`src/rtl/multicycle_ctrl_pkg.sv`:
```
// Shared encodings for the multicycle controller: state codes, opcode/funct
// values and the mux-select / ALU-operation codes seen by the datapath.
package multicycle_ctrl_pkg;

   typedef enum logic [4:0] {
      S_RESET    = 5'd0,
      S_FETCH    = 5'd1,
      S_WAIT     = 5'd2,
      S_IR_LOAD  = 5'd3,
      S_DECODE   = 5'd4,
      S_EXEC_R   = 5'd5,
      S_WB_R     = 5'd6,
      S_EXEC_I   = 5'd7,
      S_WB_I     = 5'd8,
      S_MEM_ADDR = 5'd9,
      S_LD_WAIT  = 5'd10,
      S_LD_MDR   = 5'd11,
      S_LD_WB    = 5'd12,
      S_STORE    = 5'd13,
      S_BRANCH   = 5'd14,
      S_JUMP     = 5'd15,
      S_EXC      = 5'd16,
      S_EXC_WAIT = 5'd17,
      S_EXC_JMP  = 5'd18
   } state_t;

   localparam logic [5:0] OP_RTYPE = 6'h00;
   localparam logic [5:0] OP_J     = 6'h02;
   localparam logic [5:0] OP_BEQ   = 6'h04;
   localparam logic [5:0] OP_BNE   = 6'h05;
   localparam logic [5:0] OP_ADDI  = 6'h08;
   localparam logic [5:0] OP_LW    = 6'h23;
   localparam logic [5:0] OP_SW    = 6'h2B;

   localparam logic [5:0] FN_ADD = 6'h20;
   localparam logic [5:0] FN_SUB = 6'h22;
   localparam logic [5:0] FN_AND = 6'h24;

   localparam logic [2:0] ALU_PASS = 3'd0;
   localparam logic [2:0] ALU_ADD  = 3'd1;
   localparam logic [2:0] ALU_SUB  = 3'd2;
   localparam logic [2:0] ALU_AND  = 3'd3;

   localparam logic [1:0] ASA_PC = 2'd0;
   localparam logic [1:0] ASA_A  = 2'd1;

   localparam logic [2:0] ASB_B      = 3'd0;
   localparam logic [2:0] ASB_FOUR   = 3'd1;
   localparam logic [2:0] ASB_IMM    = 3'd3;
   localparam logic [2:0] ASB_IMM_SH = 3'd4;

   localparam logic [2:0] PCS_ALU    = 3'd0;
   localparam logic [2:0] PCS_ALUOUT = 3'd1;
   localparam logic [2:0] PCS_JUMP   = 3'd2;
   localparam logic [2:0] PCS_VEC    = 3'd3;

   localparam logic [2:0] IORD_PC     = 3'd0;
   localparam logic [2:0] IORD_ALUOUT = 3'd1;
   localparam logic [2:0] IORD_VEC    = 3'd2;

   localparam logic [2:0] M2R_ALUOUT = 3'd0;
   localparam logic [2:0] M2R_MDR    = 3'd1;
   localparam logic [2:0] M2R_SP     = 3'd3;

   localparam logic [1:0] RDST_RT = 2'd0;
   localparam logic [1:0] RDST_SP = 2'd1;
   localparam logic [1:0] RDST_RD = 2'd3;

   localparam logic [1:0] CAUSE_NONE = 2'd0;
   localparam logic [1:0] CAUSE_OVF  = 2'd1;
   localparam logic [1:0] CAUSE_OPC  = 2'd2;

   function automatic logic funct_ok(input logic [5:0] f);
      return (f == FN_ADD) || (f == FN_SUB) || (f == FN_AND);
   endfunction

   function automatic logic [2:0] funct_alu(input logic [5:0] f);
      case (f)
         FN_ADD:  return ALU_ADD;
         FN_SUB:  return ALU_SUB;
         FN_AND:  return ALU_AND;
         default: return ALU_PASS;
      endcase
   endfunction

endpackage

```
`src/rtl/multicycle_ctrl_if.sv`:
```
// Controller <-> datapath bundle: ALU/IR status in, write enables and selects out.
interface multicycle_ctrl_if;
   import multicycle_ctrl_pkg::*;

   logic       overflow;
   logic       igual;
   logic [5:0] opcode;
   logic [5:0] funct;

   logic       PC_write;
   logic       MEMWrite;
   logic       IRWrite;
   logic       RegWrite;
   logic       A_write;
   logic       B_write;
   logic       MDR_load;
   logic       EPCWrite;
   logic       AluOutWrite;
   logic [1:0] RegDst;
   logic [1:0] ALUSourceA;
   logic [2:0] IorD;
   logic [2:0] MemToReg;
   logic [2:0] ALUSourceB;
   logic [2:0] AluOp;
   logic [2:0] PCSource;
   logic [4:0] state_o;
   logic [1:0] exc_cause;

   modport master (
      input  overflow, igual, opcode, funct,
      output PC_write, MEMWrite, IRWrite, RegWrite, A_write, B_write,
             MDR_load, EPCWrite, AluOutWrite, RegDst, ALUSourceA, IorD,
             MemToReg, ALUSourceB, AluOp, PCSource, state_o, exc_cause
   );

   modport slave (
      output overflow, igual, opcode, funct,
      input  PC_write, MEMWrite, IRWrite, RegWrite, A_write, B_write,
             MDR_load, EPCWrite, AluOutWrite, RegDst, ALUSourceA, IorD,
             MemToReg, ALUSourceB, AluOp, PCSource, state_o, exc_cause
   );

endinterface

```
`src/rtl/multicycle_ctrl_wait_counter.sv`:
```
// Memory-latency down counter: load sets the cycle count, dec counts down and
// saturates at zero; done flags the last cycle of a wait (count <= 1).
module mc_wait_counter (
   input  logic       clk,
   input  logic       reset,
   input  logic       load,
   input  logic [2:0] load_val,
   input  logic       dec,
   output logic       done
);

   logic [2:0] cnt;

   always_ff @(posedge clk or posedge reset) begin
      if (reset) begin
         cnt <= 3'd0;
      end else if (load) begin
         cnt <= load_val;
      end else if (dec && (cnt != 3'd0)) begin
         cnt <= cnt - 3'd1;
      end
   end

   assign done = (cnt <= 3'd1);

endmodule

```
`src/rtl/multicycle_ctrl.sv`:
```
// Multicycle MIPS-style control FSM; Moore outputs (PC_write in BRANCH follows
// igual combinationally), memory waits sized by MEM_WAIT, traps via EXC path.
module multicycle_ctrl #(
   parameter int MEM_WAIT = 2,
   parameter int OVF_TRAP = 1
) (
   input logic              clk,
   input logic              reset,
   multicycle_ctrl_if.master bus
);
   import multicycle_ctrl_pkg::*;

   localparam logic [2:0] WAIT_LD = 3'(MEM_WAIT - 1);
   localparam logic [2:0] EXC_LD  = 3'(MEM_WAIT);

   state_t     state, state_nxt;
   logic [1:0] cause_r, cause_nxt;
   logic [2:0] alu_r;
   logic       ovf_chk_r, store_r, br_ne_r;
   logic       cnt_load, cnt_dec, cnt_done;
   logic [2:0] cnt_val;

   always_ff @(posedge clk or posedge reset) begin
      if (reset) begin
         state   <= S_RESET;
         cause_r <= CAUSE_NONE;
      end else begin
         state   <= state_nxt;
         cause_r <= cause_nxt;
      end
   end

   // Instruction attributes captured at DECODE so later states stay Moore
   always_ff @(posedge clk or posedge reset) begin
      if (reset) begin
         alu_r     <= ALU_PASS;
         ovf_chk_r <= 1'b0;
         store_r   <= 1'b0;
         br_ne_r   <= 1'b0;
      end else if (state == S_DECODE) begin
         alu_r     <= funct_alu(bus.funct);
         ovf_chk_r <= (bus.funct == FN_ADD) || (bus.funct == FN_SUB);
         store_r   <= (bus.opcode == OP_SW);
         br_ne_r   <= (bus.opcode == OP_BNE);
      end
   end

   assign cnt_dec = (state == S_WAIT) || (state == S_LD_WAIT) || (state == S_EXC_WAIT);

   mc_wait_counter u_wait (
      .clk      (clk),
      .reset    (reset),
      .load     (cnt_load),
      .load_val (cnt_val),
      .dec      (cnt_dec),
      .done     (cnt_done)
   );

   assign bus.state_o   = state;
   assign bus.exc_cause = cause_r;

   always_comb begin
      state_nxt       = state;
      cause_nxt       = cause_r;
      cnt_load        = 1'b0;
      cnt_val         = 3'd0;
      bus.PC_write    = 1'b0;
      bus.MEMWrite    = 1'b0;
      bus.IRWrite     = 1'b0;
      bus.RegWrite    = 1'b0;
      bus.A_write     = 1'b0;
      bus.B_write     = 1'b0;
      bus.MDR_load    = 1'b0;
      bus.EPCWrite    = 1'b0;
      bus.AluOutWrite = 1'b0;
      bus.RegDst      = 2'd0;
      bus.ALUSourceA  = 2'd0;
      bus.IorD        = 3'd0;
      bus.MemToReg    = 3'd0;
      bus.ALUSourceB  = 3'd0;
      bus.AluOp       = 3'd0;
      bus.PCSource    = 3'd0;

      case (state)
         S_RESET: begin
            bus.RegWrite = 1'b1;
            bus.RegDst   = RDST_SP;
            bus.MemToReg = M2R_SP;
            state_nxt    = S_FETCH;
         end
         S_FETCH: begin
            bus.PC_write   = 1'b1;
            bus.ALUSourceA = ASA_PC;
            bus.ALUSourceB = ASB_FOUR;
            bus.AluOp      = ALU_ADD;
            bus.PCSource   = PCS_ALU;
            bus.IorD       = IORD_PC;
            if (MEM_WAIT == 1) begin
               state_nxt = S_IR_LOAD;
            end else begin
               state_nxt = S_WAIT;
               cnt_load  = 1'b1;
               cnt_val   = WAIT_LD;
            end
         end
         S_WAIT: begin
            if (cnt_done) state_nxt = S_IR_LOAD;
         end
         S_IR_LOAD: begin
            bus.IRWrite = 1'b1;
            state_nxt   = S_DECODE;
         end
         S_DECODE: begin
            bus.A_write     = 1'b1;
            bus.B_write     = 1'b1;
            bus.AluOutWrite = 1'b1;
            bus.ALUSourceA  = ASA_PC;
            bus.ALUSourceB  = ASB_IMM_SH;
            bus.AluOp       = ALU_ADD;
            case (bus.opcode)
               OP_RTYPE:      state_nxt = funct_ok(bus.funct) ? S_EXEC_R : S_EXC;
               OP_ADDI:       state_nxt = S_EXEC_I;
               OP_LW, OP_SW:  state_nxt = S_MEM_ADDR;
               OP_BEQ, OP_BNE: state_nxt = S_BRANCH;
               OP_J:          state_nxt = S_JUMP;
               default:       state_nxt = S_EXC;
            endcase
            if (state_nxt == S_EXC) cause_nxt = CAUSE_OPC;
         end
         S_EXEC_R: begin
            bus.AluOutWrite = 1'b1;
            bus.ALUSourceA  = ASA_A;
            bus.ALUSourceB  = ASB_B;
            bus.AluOp       = alu_r;
            if ((OVF_TRAP != 0) && ovf_chk_r && bus.overflow) begin
               state_nxt = S_EXC;
               cause_nxt = CAUSE_OVF;
            end else begin
               state_nxt = S_WB_R;
            end
         end
         S_WB_R: begin
            bus.RegWrite = 1'b1;
            bus.RegDst   = RDST_RD;
            bus.MemToReg = M2R_ALUOUT;
            state_nxt    = S_FETCH;
         end
         S_EXEC_I: begin
            bus.AluOutWrite = 1'b1;
            bus.ALUSourceA  = ASA_A;
            bus.ALUSourceB  = ASB_IMM;
            bus.AluOp       = ALU_ADD;
            if ((OVF_TRAP != 0) && bus.overflow) begin
               state_nxt = S_EXC;
               cause_nxt = CAUSE_OVF;
            end else begin
               state_nxt = S_WB_I;
            end
         end
         S_WB_I: begin
            bus.RegWrite = 1'b1;
            bus.RegDst   = RDST_RT;
            bus.MemToReg = M2R_ALUOUT;
            state_nxt    = S_FETCH;
         end
         S_MEM_ADDR: begin
            bus.AluOutWrite = 1'b1;
            bus.ALUSourceA  = ASA_A;
            bus.ALUSourceB  = ASB_IMM;
            bus.AluOp       = ALU_ADD;
            if (store_r) begin
               state_nxt = S_STORE;
            end else if (MEM_WAIT == 1) begin
               state_nxt = S_LD_MDR;
            end else begin
               state_nxt = S_LD_WAIT;
               cnt_load  = 1'b1;
               cnt_val   = WAIT_LD;
            end
         end
         S_LD_WAIT: begin
            bus.IorD = IORD_ALUOUT;
            if (cnt_done) state_nxt = S_LD_MDR;
         end
         S_LD_MDR: begin
            bus.MDR_load = 1'b1;
            bus.IorD     = IORD_ALUOUT;
            state_nxt    = S_LD_WB;
         end
         S_LD_WB: begin
            bus.RegWrite = 1'b1;
            bus.RegDst   = RDST_RT;
            bus.MemToReg = M2R_MDR;
            state_nxt    = S_FETCH;
         end
         S_STORE: begin
            bus.MEMWrite = 1'b1;
            bus.IorD     = IORD_ALUOUT;
            state_nxt    = S_FETCH;
         end
         S_BRANCH: begin
            bus.ALUSourceA = ASA_A;
            bus.ALUSourceB = ASB_B;
            bus.AluOp      = ALU_SUB;
            bus.PCSource   = PCS_ALUOUT;
            bus.PC_write   = br_ne_r ? !bus.igual : bus.igual;
            state_nxt      = S_FETCH;
         end
         S_JUMP: begin
            bus.PC_write = 1'b1;
            bus.PCSource = PCS_JUMP;
            state_nxt    = S_FETCH;
         end
         S_EXC: begin
            bus.EPCWrite   = 1'b1;
            bus.ALUSourceA = ASA_PC;
            bus.ALUSourceB = ASB_FOUR;
            bus.AluOp      = ALU_SUB;
            state_nxt      = S_EXC_WAIT;
            cnt_load       = 1'b1;
            cnt_val        = EXC_LD;
         end
         S_EXC_WAIT: begin
            bus.IorD     = IORD_VEC;
            bus.MDR_load = cnt_done;
            if (cnt_done) state_nxt = S_EXC_JMP;
         end
         S_EXC_JMP: begin
            bus.PC_write = 1'b1;
            bus.PCSource = PCS_VEC;
            state_nxt    = S_FETCH;
         end
         default: state_nxt = S_RESET;
      endcase
   end

endmodule
```
`src/flat_wrapper.sv`:
```
// flat-port wrapper written by rule: the top's interface ports become plain ports
module multicycle_ctrl_flat import multicycle_ctrl_pkg::*;
#(
   parameter int MEM_WAIT = 2,
   parameter int OVF_TRAP = 1
)
  (clk, reset, bus_overflow, bus_igual, bus_opcode, bus_funct, bus_PC_write, bus_MEMWrite, bus_IRWrite, bus_RegWrite, bus_A_write, bus_B_write, bus_MDR_load, bus_EPCWrite, bus_AluOutWrite, bus_RegDst, bus_ALUSourceA, bus_IorD, bus_MemToReg, bus_ALUSourceB, bus_AluOp, bus_PCSource, bus_state_o, bus_exc_cause);
  multicycle_ctrl_if bus_i ();
  input logic clk;
  input logic reset;
  input wire logic [$bits(bus_i.overflow)-1:0] bus_overflow;
  input wire logic [$bits(bus_i.igual)-1:0] bus_igual;
  input wire logic [$bits(bus_i.opcode)-1:0] bus_opcode;
  input wire logic [$bits(bus_i.funct)-1:0] bus_funct;
  output wire logic [$bits(bus_i.PC_write)-1:0] bus_PC_write;
  output wire logic [$bits(bus_i.MEMWrite)-1:0] bus_MEMWrite;
  output wire logic [$bits(bus_i.IRWrite)-1:0] bus_IRWrite;
  output wire logic [$bits(bus_i.RegWrite)-1:0] bus_RegWrite;
  output wire logic [$bits(bus_i.A_write)-1:0] bus_A_write;
  output wire logic [$bits(bus_i.B_write)-1:0] bus_B_write;
  output wire logic [$bits(bus_i.MDR_load)-1:0] bus_MDR_load;
  output wire logic [$bits(bus_i.EPCWrite)-1:0] bus_EPCWrite;
  output wire logic [$bits(bus_i.AluOutWrite)-1:0] bus_AluOutWrite;
  output wire logic [$bits(bus_i.RegDst)-1:0] bus_RegDst;
  output wire logic [$bits(bus_i.ALUSourceA)-1:0] bus_ALUSourceA;
  output wire logic [$bits(bus_i.IorD)-1:0] bus_IorD;
  output wire logic [$bits(bus_i.MemToReg)-1:0] bus_MemToReg;
  output wire logic [$bits(bus_i.ALUSourceB)-1:0] bus_ALUSourceB;
  output wire logic [$bits(bus_i.AluOp)-1:0] bus_AluOp;
  output wire logic [$bits(bus_i.PCSource)-1:0] bus_PCSource;
  output wire logic [$bits(bus_i.state_o)-1:0] bus_state_o;
  output wire logic [$bits(bus_i.exc_cause)-1:0] bus_exc_cause;
  assign bus_i.overflow = bus_overflow;
  assign bus_i.igual = bus_igual;
  assign bus_i.opcode = bus_opcode;
  assign bus_i.funct = bus_funct;
  assign bus_PC_write = bus_i.PC_write;
  assign bus_MEMWrite = bus_i.MEMWrite;
  assign bus_IRWrite = bus_i.IRWrite;
  assign bus_RegWrite = bus_i.RegWrite;
  assign bus_A_write = bus_i.A_write;
  assign bus_B_write = bus_i.B_write;
  assign bus_MDR_load = bus_i.MDR_load;
  assign bus_EPCWrite = bus_i.EPCWrite;
  assign bus_AluOutWrite = bus_i.AluOutWrite;
  assign bus_RegDst = bus_i.RegDst;
  assign bus_ALUSourceA = bus_i.ALUSourceA;
  assign bus_IorD = bus_i.IorD;
  assign bus_MemToReg = bus_i.MemToReg;
  assign bus_ALUSourceB = bus_i.ALUSourceB;
  assign bus_AluOp = bus_i.AluOp;
  assign bus_PCSource = bus_i.PCSource;
  assign bus_state_o = bus_i.state_o;
  assign bus_exc_cause = bus_i.exc_cause;
  multicycle_ctrl #(.MEM_WAIT(MEM_WAIT), .OVF_TRAP(OVF_TRAP)) u_core (.clk(clk), .reset(reset), .bus(bus_i));
endmodule
```
`config.mk`:
```
export PLATFORM = sky130hd
export DESIGN_NAME = multicycle_ctrl_flat
export DESIGN_NICKNAME = d
export VERILOG_FILES = /design/src/rtl/multicycle_ctrl_pkg.sv /design/src/rtl/multicycle_ctrl_if.sv /design/src/rtl/multicycle_ctrl_wait_counter.sv /design/src/rtl/multicycle_ctrl.sv /design/src/flat_wrapper.sv
export SDC_FILE = /design/constraint.sdc
export NUM_CORES = 1
export LEC_CHECK = 0
export ABC_AREA = 1
export BUFFER_PORTS_ARGS = -buffer_cell sky130_fd_sc_hd__buf_4
export CAP_MARGIN = 30
export CORE_UTILIZATION = 29
export DETAILED_ROUTE_END_ITERATION = 16
export SKIP_CTS_REPAIR_TIMING = 1
export SLEW_MARGIN = 20
export SYNTH_ARGS = -nofsm -noshare
export SYNTH_HDL_FRONTEND = slang
export SYNTH_SLANG_ARGS = --single-unit
```
`constraint.sdc`:
```
create_clock -name clk -period 1.8 [get_ports clk]
set_input_delay 0 -clock clk [delete_from_list [all_inputs] [get_ports clk]]
set_output_delay 0 -clock clk [all_outputs]
set_load 0.03 [all_outputs]
```
==> impl_metrics.toml <==
[run_status]
outcome = "complete, but fails checks"
violations = "design-rule violations"

[power_and_ir_drop]
netSwitchingFraction = 0.543
peakVddDrop_uv = 432
leakagePower_nw = 1.04
clockPowerShare = 0.098
p_sw_mw = 1.51
power_frac_seq = 0.216
p_per_area_nw_per_um2 = 1550
p_total_mw = 2.78
combPwrFrac = 0.685
internal_power_mw = 1.27

[place]
dp_hpwl_um = 3070
place_worst_setup_slack_ps = 229
dp_cells = 310
gp_routability_congestion = 0.883
portBuffers = 45

[logic_synthesis]
synth.cell_area_sq_um = 1360
ys_types = 33
async_flop_share = 1.00
synth-main-ff-cell = "dfrtp_1"
synth_cells = 215
synth-seq-cells = 15
seq_area_frac_synth = 0.276
synth-edff-count = 0
yosys_warnings = 0
avgSynthCellArea_sq_um = 6.33

[timing]
finClkSkew_ps = 1.98
max-slew-margin-rel = 0.597
fin_setup_tns_ps = 0
layout_setup_ws_ps = 99.6
slew_viol_final = 0
finalCritPeriodShare = 0.945
hold_violations = 0
worst_pin_slew_ps = 604
setup_violations = 0
rsz0062_at_grt = "no"
timing.fmax_mhz = 588
min_period_ps = 1700

[global_routing]
grt_util_all_layers = 0.155
grt_max_degree = 16
grt_pass1_vias = 1325
grt_overflow = 0
grt_first_pass_wirelength_um = 6140
grt_antenna_before_repair = 0

[routing]
vias_per_cell = 4.74
first_pass_iters = 10
drcViolationCount = 14
wire_per_inst_um = 11.5
drt-total-wl_um = 3640
vias = 1497
ant_nets = 0
drt_iter0_markers = 128

[clocking]
path_clk_slew_ps = 60
clock_latency_ps = 240
root_buffer = "clkbuf_8"
cts.sink_count = 15
cts_made_buffers = 3
h-tree-depth = 1
cts.path.max_buffers = 2
cts_tree = "yes"

[worst_setup_path]
critPathTopFamily = "flip-flops"
crit_fanout = 7
cp.required_ps = 1800
worstSetupPathType = "reg2out"
end_kind = "primary output"
slowest_stage = "dfrtp_1"
crit_buf_inv = 2
critPathLaunchType = "flop"
cp_cell_sequence = "nand2_1, nor2_1, inv_1, o211ai_1, buf_4"
cp.arrival_ps = 1700
cp_slowest_stage_delay_ps = 540

[cells_and_area]
finish.net_count = 284
layout_common_cells = "nand2_1 (47), buf_4 (46), nor2_1 (37)"
final-instance-count-excl-fill = 316
fin_util = 0.404
area_delta_synth_final_pct = 31.9
layout_commonest_cell = "nand2_1"
drive_above_1_share = 0.265
n_antenna_cell = 0

[job]
maxCapViolCount = 0

[floorplan]
ios = 51
core_sq_um = 4440
die_x_um = 70.5
die_h_um = 70.5
dieArea_sq_um = 4970
rows = 24
start_util = 0.306

[hold_path]
hp-class = "in2reg"
## final timing paths
check | from | end | slack [ps] | cells after the start
max | u_core.bus.state_o[2] | bus_PC_write | 100 | 5
min | bus_overflow | u_core.bus.exc_cause[0] | 20 | 3
max reg2reg | u_core.bus.state_o[1] | u_core.u_wait.cnt[2] | 200 | 7
min reg2reg | u_core.bus.exc_cause[1] | u_core.bus.exc_cause[1] | 480 | 2
max in group asynchronous | reset | u_core.store_r | 1020 | 3
min in group asynchronous | reset | u_core.alu_r[0] | 390 | 3
## cell usage after synthesis, types with 2 or more instances
cell | number | area share
inv_2 | 6 | 0.017
inv_1 | 29 | 0.080
ha_1 | 3 | 0.028
nand2_2 | 2 | 0.0092
o22ai_1 | 2 | 0.0092
nand3_1 | 24 | 0.088
a21oi_1 | 3 | 0.011
o211ai_1 | 3 | 0.017
nand4_1 | 3 | 0.014
o21ai_1 | 3 | 0.011
nor2_1 | 37 | 0.10
nand2_1 | 47 | 0.13
nor2_2 | 5 | 0.023
o21ai_0 | 8 | 0.029
buf_4 | 6 | 0.033
nor2_4 | 3 | 0.025
dfrtp_1 | 15 | 0.28
## tightest hold or removal path, delay by kind of cell
| family | cells | cell delay (ps) |
|---|---|---|
| buffers and inverters | 1 | 90 |
| AO/OA/AOI/OAI | 1 | 80 |
| AND/OR/NAND/NOR | 1 | 60 |
## through the flow
| stage | hold WS, ps | cell area [sq um] |
|---|---|---|
| after floorplan | -98.5 | 1380 |
| final | 19.0 | 1790 |
| after detailed placement | 127 | 1730 |
| after global placement | 137 | 1730 |
| after CTS | -133 | 1770 |
| after global routing | 33.1 | 1790 |
## power by group through the flow
stage / Sequential (mW) / Combinational, mW / Clock (mW)
6_report: 0.601 / 1.91 / 0.274
5_1_grt: 0.623 / 2.07 / 0.294
4_1_cts: 0.601 / 1.91 / 0.275
3_5_place_dp: 0.606 / 1.90 / 0
3_3_place_gp: 0.605 / 1.91 / 0
2_1_floorplan: 0.700 / 1.23 / 0
## kinds of logic (layout without fill, tap and decap cells)
family,count (synthesis),count (layout),share of synthesized area
xor+xnor,2,2,0.0129
fa+ha+maj,3,3,0.0276
flops,15,15,0.276
simple gates,126,126,0.420
buf+inv,44,89,0.147
compound gates,24,24,0.113
other cells,1,5,0.00276
## area by class of cell
cell class	count	area, sq um
repair buffers	48	365
clock buffers	4	45.0
flip-flops and latches	15	375
inverters	37	144
well taps	52	65.1
fillers	485	2650
multi-input cells	160	800
## layer usage
layer / GRT usage / wire length (um)
met2: 0.266 / 1720
met3: 0.0231 / 223
met5: 0 / 0
met1: 0.200 / 1660
met4: 0.0408 / 34
## sequential cells by signal (all words and copies together), names as in the netlist
name                  flops
u_core.alu_r              2
u_core.br_ne_r            1
u_core.bus.exc_cause      2
u_core.bus.state_o        5
u_core.ovf_chk_r          1
u_core.store_r            1
u_core.u_wait.cnt         3
Power figures use the tool's default switching activity.
